--- config.mk ---
export PLATFORM = sky130hd
export DESIGN_NAME = servo_bank
export DESIGN_NICKNAME = d
export VERILOG_FILES = /design/src/rtl/servo_pkg.sv /design/src/rtl/servo_channel.sv /design/src/rtl/servo_bank.sv
export SDC_FILE = /design/constraint.sdc
export NUM_CORES = 1
export LEC_CHECK = 0
export BUFFER_PORTS_ARGS = -buffer_cell sky130_fd_sc_hd__buf_2
export CAP_MARGIN = 20
export CORE_MARGIN = 3
export CORE_UTILIZATION = 50
export CTS_CLUSTER_DIAMETER = 80
export CTS_CLUSTER_SIZE = 10
export DETAILED_ROUTE_END_ITERATION = 7
export PLACE_DENSITY = 0.79
export SLEW_MARGIN = 20
export SYNTH_ARGS = -nofsm -noshare
export SYNTH_HDL_FRONTEND = slang
export SYNTH_HIERARCHICAL = 1
export SYNTH_SLANG_ARGS = --single-unit
export TNS_END_PERCENT = 10
--- constraint.sdc ---
create_clock -name clk -period 3.85 [get_ports clk]
set_input_delay 0.77 -clock clk [delete_from_list [all_inputs] [get_ports clk]]
set_output_delay 0.77 -clock clk [all_outputs]
set_load 0.005 [all_outputs]
--- src/rtl/servo_pkg.sv ---
// Shared defaults, slew direction type and width helpers for the servo bank.
package servo_pkg;

    localparam int unsigned DEF_NUM_CH     = 4;
    localparam int unsigned DEF_CTR_W      = 20;
    localparam int unsigned DEF_PRESC      = 8;
    localparam int unsigned DEF_POS_W      = 8;
    localparam int unsigned DEF_MIN_OFFSET = 255;
    localparam int unsigned DEF_POS_MAX    = 255;
    localparam int unsigned DEF_CENTER     = 128;
    localparam int unsigned DEF_SLEW_STEP  = 0;

    typedef enum logic [1:0] {
        SLEW_HOLD = 2'd0,
        SLEW_UP   = 2'd1,
        SLEW_DOWN = 2'd2
    } slew_dir_e;

    // Index width for n items; never returns 0 so a single channel still has a port bit.
    function automatic int unsigned clog2(input int unsigned n);
        int unsigned r;
        r = 0;
        while ((r < 32) && ((64'd1 << r) < 64'(n))) begin
            r = r + 1;
        end
        return (r == 0) ? 1 : r;
    endfunction

    // Compare width: wide enough for both operands plus one bit so the offset add cannot wrap.
    function automatic int unsigned cmp_width(input int unsigned pos_w,
                                              input int unsigned ctr_w,
                                              input int unsigned presc);
        int unsigned fw;
        fw = ctr_w - presc;
        return ((pos_w > fw) ? pos_w : fw) + 1;
    endfunction

endpackage

--- src/rtl/servo_channel.sv ---
// One servo channel: shadow/active position, slew toward shadow at frame
// boundaries, pulse-width compare, frame-latched enable and output register.
module servo_channel
    import servo_pkg::*;
#(
    parameter int unsigned POS_W      = DEF_POS_W,
    parameter int unsigned CMP_W      = 13,
    parameter int unsigned MIN_OFFSET = DEF_MIN_OFFSET,
    parameter int unsigned POS_MAX    = DEF_POS_MAX,
    parameter int unsigned CENTER     = DEF_CENTER,
    parameter int unsigned SLEW_STEP  = DEF_SLEW_STEP
) (
    input  logic             clk,
    input  logic             rst,
    input  logic             wr_en_i,
    input  logic [POS_W-1:0] wr_pos_i,
    input  logic             load_i,
    input  logic             en_i,
    input  logic [CMP_W-1:0] frame_pos_i,
    output logic             servo_o
);

    localparam logic [POS_W-1:0] POS_MAX_V = POS_W'(POS_MAX);
    localparam logic [POS_W-1:0] CENTER_V  = POS_W'(CENTER);
    localparam logic [POS_W-1:0] STEP_V    = POS_W'(SLEW_STEP);
    localparam logic [CMP_W-1:0] OFFSET_V  = CMP_W'(MIN_OFFSET);

    logic [POS_W-1:0] shadow_q, shadow_d;
    logic [POS_W-1:0] active_q, active_d;
    logic [POS_W-1:0] pos_clamped;
    logic [POS_W-1:0] diff;
    slew_dir_e        dir;
    logic             en_q;
    logic             servo_q;
    logic             cmp_hi;

    // Clamp the host position and select the next shadow value.
    always_comb begin
        pos_clamped = (wr_pos_i > POS_MAX_V) ? POS_MAX_V : wr_pos_i;
        shadow_d    = wr_en_i ? pos_clamped : shadow_q;
    end

    // Move active toward shadow on the load strobe, limited to SLEW_STEP when nonzero.
    always_comb begin
        dir      = SLEW_HOLD;
        diff     = '0;
        active_d = active_q;
        if (shadow_d > active_q) begin
            dir  = SLEW_UP;
            diff = shadow_d - active_q;
        end else if (shadow_d < active_q) begin
            dir  = SLEW_DOWN;
            diff = active_q - shadow_d;
        end
        if (load_i) begin
            case (dir)
                SLEW_UP:   active_d = ((SLEW_STEP == 0) || (diff <= STEP_V)) ? shadow_d : (active_q + STEP_V);
                SLEW_DOWN: active_d = ((SLEW_STEP == 0) || (diff <= STEP_V)) ? shadow_d : (active_q - STEP_V);
                default:   active_d = active_q;
            endcase
        end
    end

    assign cmp_hi = ({{(CMP_W-POS_W){1'b0}}, active_q} + OFFSET_V) > frame_pos_i;

    // Channel state; enable only changes with the position load so pulses are never cut short.
    always_ff @(posedge clk) begin
        if (rst) begin
            shadow_q <= CENTER_V;
            active_q <= CENTER_V;
            en_q     <= 1'b0;
            servo_q  <= 1'b0;
        end else begin
            shadow_q <= shadow_d;
            active_q <= active_d;
            if (load_i) begin
                en_q <= en_i;
            end
            servo_q <= cmp_hi & en_q;
        end
    end

    assign servo_o = servo_q;

endmodule

--- src/rtl/servo_bank.sv ---
// Bank of PWM servo channels sharing one free-running frame counter.
module servo_bank
    import servo_pkg::*;
#(
    parameter int unsigned NUM_CH     = DEF_NUM_CH,
    parameter int unsigned CTR_W      = DEF_CTR_W,
    parameter int unsigned PRESC      = DEF_PRESC,
    parameter int unsigned POS_W      = DEF_POS_W,
    parameter int unsigned MIN_OFFSET = DEF_MIN_OFFSET,
    parameter int unsigned POS_MAX    = DEF_POS_MAX,
    parameter int unsigned CENTER     = DEF_CENTER,
    parameter int unsigned SLEW_STEP  = DEF_SLEW_STEP,
    localparam int unsigned CH_W      = clog2(NUM_CH)
) (
    input  logic              clk,
    input  logic              rst,
    input  logic              wr_valid,
    output logic              wr_ready,
    input  logic [CH_W-1:0]   wr_ch,
    input  logic [POS_W-1:0]  wr_pos,
    input  logic [NUM_CH-1:0] ch_en,
    output logic [NUM_CH-1:0] servo,
    output logic              frame_start
);

    localparam int unsigned FP_W  = CTR_W - PRESC;
    localparam int unsigned CMP_W = cmp_width(POS_W, CTR_W, PRESC);

    if ((NUM_CH < 1) || (NUM_CH > 16)) begin : g_bad_num_ch
        $error("servo_bank: NUM_CH must be 1..16");
    end
    if (PRESC >= CTR_W) begin : g_bad_presc
        $error("servo_bank: PRESC must be smaller than CTR_W");
    end
    if ((MIN_OFFSET + POS_MAX) >= (64'd1 << FP_W)) begin : g_bad_range
        $error("servo_bank: MIN_OFFSET + POS_MAX must fit inside one frame");
    end
    if (CENTER > POS_MAX) begin : g_bad_center
        $error("servo_bank: CENTER exceeds POS_MAX");
    end
    if (SLEW_STEP > POS_MAX) begin : g_bad_slew
        $error("servo_bank: SLEW_STEP exceeds POS_MAX");
    end

    logic [CTR_W-1:0]  cnt_q, cnt_d;
    logic              frame_start_q;
    logic              load;
    logic [CMP_W-1:0]  frame_pos;
    logic [NUM_CH-1:0] wr_hit;

    assign cnt_d = cnt_q + 1'b1;

    // Active/enable load on the edge entering count 0, so the boundary cycle's
    // compare already sees the new frame's values; writes made during the
    // count-0 cycle therefore wait for the following boundary.
    assign load = (cnt_q == '1);

    assign frame_pos = {{(CMP_W-FP_W){1'b0}}, cnt_q[CTR_W-1:PRESC]};

    assign wr_ready = 1'b1;

    // Decode the write target; indices at or above NUM_CH match no channel.
    always_comb begin
        wr_hit = '0;
        for (int unsigned i = 0; i < NUM_CH; i++) begin
            if (wr_valid && (wr_ch == CH_W'(i))) begin
                wr_hit[i] = 1'b1;
            end
        end
    end

    // Frame counter and frame-start marker aligned with the first output cycle.
    always_ff @(posedge clk) begin
        if (rst) begin
            cnt_q         <= '0;
            frame_start_q <= 1'b0;
        end else begin
            cnt_q         <= cnt_d;
            frame_start_q <= (cnt_q == '0);
        end
    end

    assign frame_start = frame_start_q;

    for (genvar g = 0; g < NUM_CH; g++) begin : g_ch
        servo_channel #(
            .POS_W      (POS_W),
            .CMP_W      (CMP_W),
            .MIN_OFFSET (MIN_OFFSET),
            .POS_MAX    (POS_MAX),
            .CENTER     (CENTER),
            .SLEW_STEP  (SLEW_STEP)
        ) u_ch (
            .clk         (clk),
            .rst         (rst),
            .wr_en_i     (wr_hit[g]),
            .wr_pos_i    (wr_pos),
            .load_i      (load),
            .en_i        (ch_en[g]),
            .frame_pos_i (frame_pos),
            .servo_o     (servo[g])
        );
    end

endmodule

### Yosys cells after proc, flatten, opt, wreduce, memory -nomap -nowiden

Cells that the tools add are included.

| storage, ports and cells | value |
|---|---|
| register bits after elaboration | 93 |
| word-level logic and storage cells | 83 |

| operators by class | value |
|---|---|
| add/subtract/negate cells | 5 |
| magnitude comparators | 13 |
| eq/ne operators | 12 |
| muxes and demuxes | 17 |
| bitwise logic cells | 4 |
| reductions and logical operators | 14 |

Operators by type and width:

| operator | number |
|---|---|
| $gt A13 B12 Y1 | 4 |
| $mux W8 | 5 |
| $add A8 B8 Y9 const B | 4 |
| $gt A8 B8 Y1 | 4 |
| $lt A8 B8 Y1 | 4 |
| $add A20 B1 Y20 const B | 1 |
| $eq A20 B20 Y1 const B | 1 |
| $logic_not A20 Y1 | 1 |
| $mux W2 | 8 |
| $eq A2 B2 Y1 const B | 6 |
| $eq A2 B1 Y1 const B | 5 |
| $gt A8 B8 Y1 const B | 1 |
| $reduce_and A2 Y1 | 4 |
| $reduce_or A2 Y1 | 4 |
| $and A1 B1 Y1 | 4 |
| $logic_and A1 B1 Y1 | 4 |
| $mux W1 | 4 |
| $logic_not A2 Y1 | 1 |

### Longest topological paths before layout

| logic depth | value |
|---|---|
| depth after elaboration | 10 |
| mapped depth | 9 |
| mapped depth without buffers | 9 |

### By module

The synthesis kept the hierarchy.

Modules (own cells, without submodules):

| module | times used | cells each | area each (um^2) | sequential area each (um^2) |
|---|---|---|---|---|
| servo_channel (g_ch[0].u_ch ...) | 2 | 132 | 1,187.4 | 360.3 |
| servo_channel (g_ch[2].u_ch ...) | 2 | 131 | 1,187.4 | 360.3 |
| servo_bank | 1 | 121 | 1,001.0 | 420.4 |

### Least setup slack after synthesis

OpenSTA, ideal clock, no wires.

| timing | value |
|---|---|
| kind | register to register |
| from | reg cnt_q[0] |
| to | reg g_ch[0].u_ch.active_q[0] |
| library setup time | 121 ps |
| data arrival time | 3,121 ps |
| required time | 3,729 ps |
| path slack | 608 ps |
| cell stages (with the launch flop) | 8 |
| path buffers | 0 |
| period minus slack after synthesis | 3,242 ps |
| path through | dfxtp_1 ha_1 nand4_1 or2_1 nor4_1 o21ai_0 o21ai_4 mux2_2 |

| between the ends | value |
|---|---|
| word-level cells in the longest chain between the ends | 2 |

RTL lines:

| item | line | RTL |
|---|---|---|
| from (decl) | servo_bank.sv:45 | `logic [CTR_W-1:0] cnt_q, cnt_d;` |
| from (signal assigned) | servo_bank.sv:78 | `cnt_q <= cnt_d;` |
| $eq A20 B20 Y1 | servo_bank.sv:56 | `assign load = (cnt_q == '1);` |
| via load | servo_bank.sv:47 | `logic load;` |
| $reduce_and A2 Y1 (no source line) | n/a |  |
| to (signal assigned) | servo_channel.sv:75 | `active_q <= active_d;` |
| to (decl) | servo_channel.sv:29 | `logic [POS_W-1:0] active_q, active_d;` |

The timed path passes the listed nets, and every way through them passes these cells.
A chain may end at the register's enable or synchronous reset.

### Worst setup path in the final report

| timing | value |
|---|---|
| from | reg cnt_q[8] |
| to | reg g_ch[2].u_ch.active_q[2] |

| between the ends | value |
|---|---|
| word-level cells in the longest chain between the ends | 2 |

RTL lines:

| item | line |
|---|---|
| $eq A20 B20 Y1 | servo_bank.sv:56 |
| via load | servo_bank.sv:47 |
| $reduce_and A2 Y1 (no source line) | n/a |
| to (signal assigned) | servo_channel.sv:75 |
| to (decl) | servo_channel.sv:29 |

The timed path passes the listed nets, and every way through them passes these cells.

==> metrics.md <==
| Metric | Value |
|---|---|
| RSZ-0062 raised after global routing | `no` |
| Cell family with most CP delay | `simple AND/OR/NAND/NOR gates` |
| Hold Path Class | `flop to flop` |
| Placed cell count | `803` |
| Crit-path max cell delay | `0.67 ns` |
| Maxcap violations | `0` |
| Clk slew on worst S/H paths | `0.07 ns` |
| Fin crit period | `3.15 ns` |
| Worst slew margin | `54.1%` |
| Remaining DRCs | `0` |
| Clock H-tree levels | `3` |
| Worst path required time | `4.09 ns` |
| GPL Wtd Cong | `0.886` |
| Sequential cell area | `0.00186 sq mm` |
| Number of fill cells | `977` |
| Register area share after synthesis | `32.4%` |
| Slew Viols, Final | `0` |
| EDFF count, synth | `0` |
| Number of synthesized register bits | `93` |
| Footprint of the multi-input gates | `0.00351 sq mm` |
| Synth Flop Type | `dfxtp_1` |
| Layout area overhead | `9.94%` |
| Total global routing overflow | `0` |
| First-pass GRT wire length | `22.8 mm` |
| Overall routing resource usage | `22.4%` |
| Critical Path Slowest Stage Cell | `dfxtp_1` |
| Fin. Hold Viols | `0` |
| # diodes | `0` |
| Initial Util | `52.1%` |
| Setup_tns | `0 ns` |
| Status | `complete, no violations` |
| Pwr dens | `323 mW/mm^2` |
| Root buffer cell | `clkbuf_16` |
| Largest net degree at the start of global routing | `39` |
| Crit Path Class | `flop to flop` |
| Final wirelength | `13.4 mm` |
| Detailed placement HPWL | `9.98 mm` |
| Post-Place Setup Slack | `0.644 ns` |
| CP Data Arrival Time | `3.38 ns` |
| Vias in the first global route | `4,803` |
| Routed WL per cell | `16.4 um` |
| Final ANT Viol Nets | `0` |
| Rows | `38` |
| Skew-Pair Late Insertion Delay | `0.35 ns` |
| CP Launch Type | `flop` |
| Crit. End Element | `flop` |
| Clock sink count | `93` |
| Final worst setup slack | `0.704 ns` |
| Postcts setup bufs | `0` |
| Hold_buf cts | `0` |
| Setup violators final | `0` |
| Buf/Inv on CP | `1` |
| CTS Buf Count | `9` |
| Async set-or-reset flop fraction in the synthesized netlist | `0%` |
| Share of layout cells above drive strength 1 | `16.2%` |
| LEAKAGE | `0.00252 uW` |
| Worst-margin pin slew | `0.689 ns` |
| Ys Warns | `6` |
| Die Ht | `113 um` |
| DR iter-0 viols | `317` |
| Via/cell ratio | `5.58` |
| Fin crit share | `81.7%` |
| IO buf count | `21` |
| Non-Filler Instances | `819` |
| Fmax | `318 MHz` |
| IO Pins | `23` |
| Nets | `765` |
| Synth unique cells | `39` |
| Post-CTS resize count | `0` |
| Synth Area per Inst | `8.89 sq um` |
| CTS tree | `built` |
| DIE WIDTH | `113 um` |
| Syn Std Cell Area | `0.00575 sq mm` |
| Critical-path cell list | `nand4_1 -> or2_1 -> nor4_2 -> buf_4 -> nand2_1 -> o21ai_4 -> mux2_2` |
| Clock Skew | `0.00844 ns` |
| Drt first pass iters | `5` |
| Maximum fanout along the worst path | `10` |
| Antenna violations before repair | `1` |
| Core ar. | `0.0110 sq mm` |
| Clock buffer depth | `2` |
| Die area | `0.0128 sq mm` |
| Synth Instances | `647` |
| Routed via count | `4,574` |
| Max rail drop VDD | `0.264 mV` |
[cells in the final DEF, fill, tap and decap left out, types with 10 or more instances in the layout]
cell type	count
a21oi_1	30
buf_2	21
dfxtp_1	93
ha_1	74
inv_1	81
mux2_2	56
mux2i_1	12
nand2_1	30
nand3_1	14
nand4_1	26
nor2_1	69
nor2b_1	25
nor3_1	10
nor4_1	14
o21ai_0	14
xnor2_1	29
[cell type report]
type | count | area share, %
Clock inverter | 4 | 0.871
Sequential cell | 93 | 29.4
Tap cell | 140 | 2.77
Multi-Input combinational cell | 461 | 55.6
Inverter | 81 | 4.81
Clock buffer | 12 | 4.06
Timing Repair Buffer | 28 | 2.49
[Yosys cell counts (14+ instances only)]
| master | instances | area share (%) |
|---|---|---|
| dfxtp_1 | 93 | 32 |
| inv_1 | 81 | 5.3 |
| ha_1 | 74 | 16 |
| nor2_1 | 69 | 4.5 |
| mux2_2 | 56 | 11 |
| a21oi_1 | 30 | 2.6 |
| nand2_1 | 30 | 2.0 |
| xnor2_1 | 29 | 4.4 |
| nand4_1 | 26 | 2.8 |
| nor2b_1 | 25 | 2.7 |
| nor4_1 | 15 | 1.6 |
| nand3_1 | 14 | 1.2 |
| o21ai_0 | 14 | 1.2 |
[state kept, by name, indices dropped and copies added, names as in the netlist]
signal              count
g_ch.u_ch/active_q     32
cnt_q                  20
frame_start             1
g_ch.u_ch/servo_o       4
g_ch.u_ch/en_q          4
g_ch.u_ch/shadow_q     32
[stage by stage]
stage          area (sq um)  util, %  total power (uW)  hold slack (ns)
2_1_floorplan          5760        -              1100            0.447
3_3_place_gp           6010     54.5              1140            0.469
3_5_place_dp           6010     54.5              1140            0.484
4_1_cts                6320     57.3              2060            0.496
5_1_grt                6320     57.3              2120            0.535
6_report               6320     57.3              2040            0.502
[worst register-to-register path, stage by stage (launching register included)]
cell	delay (ns)
dfxtp_1	0.67
nand4_1	0.29
or2_1	0.37
nor4_2	0.58
buf_4	0.31
nand2_1	0.13
o21ai_4	0.31
mux2_2	0.38
[final timing paths]
| kind | startpoint | end | slack, ns | cells after the start |
|---|---|---|---|---|
| worst max register to register | cnt_q[8]$_SDFF_PP0_ | g_ch[2].u_ch/active_q[2]$_SDFFE_PP0P_ | 0.70 | 7 |
| worst max-delay path | cnt_q[8]$_SDFF_PP0_ | g_ch[2].u_ch/active_q[2]$_SDFFE_PP0P_ | 0.70 | 7 |
| worst min register to register | cnt_q[0]$_SDFF_PP0_ | cnt_q[0]$_SDFF_PP0_ | 0.50 | 1 |
| worst min-delay path | cnt_q[0]$_SDFF_PP0_ | cnt_q[0]$_SDFF_PP0_ | 0.50 | 1 |
[routing by layer]
metal	track usage (%)	vias up	routed length (um)
li1	-	2269	-
met5	0	-	13
met2	38.2	116	6510
met4	8.73	2	303
met1	27.4	2162	5820
met3	4.92	25	795
[report_power, final]
part / total (uW) / switching, uW / internal [uW]
Clock: 921 / 378 / 542
Sequential: 984 / 6.84 / 977
Combinational: 138 / 76.7 / 61.0
[cells by family (layout without fill, tap and decap cells)]
family	count (synthesis)	count (layout)	synth area share (%)
DFF	93	93	32.4
and+or+nand+nor	218	218	19.4
buffers and inverters	96	125	6.85
xor gates and xnor gates	34	34	5.18
muxes	68	68	13.1
AOI/OAI and AO/OA	62	62	6.88
adders and majority gates	74	74	16.1
other	2	5	0.131
(Power assumes the default switching activity.)
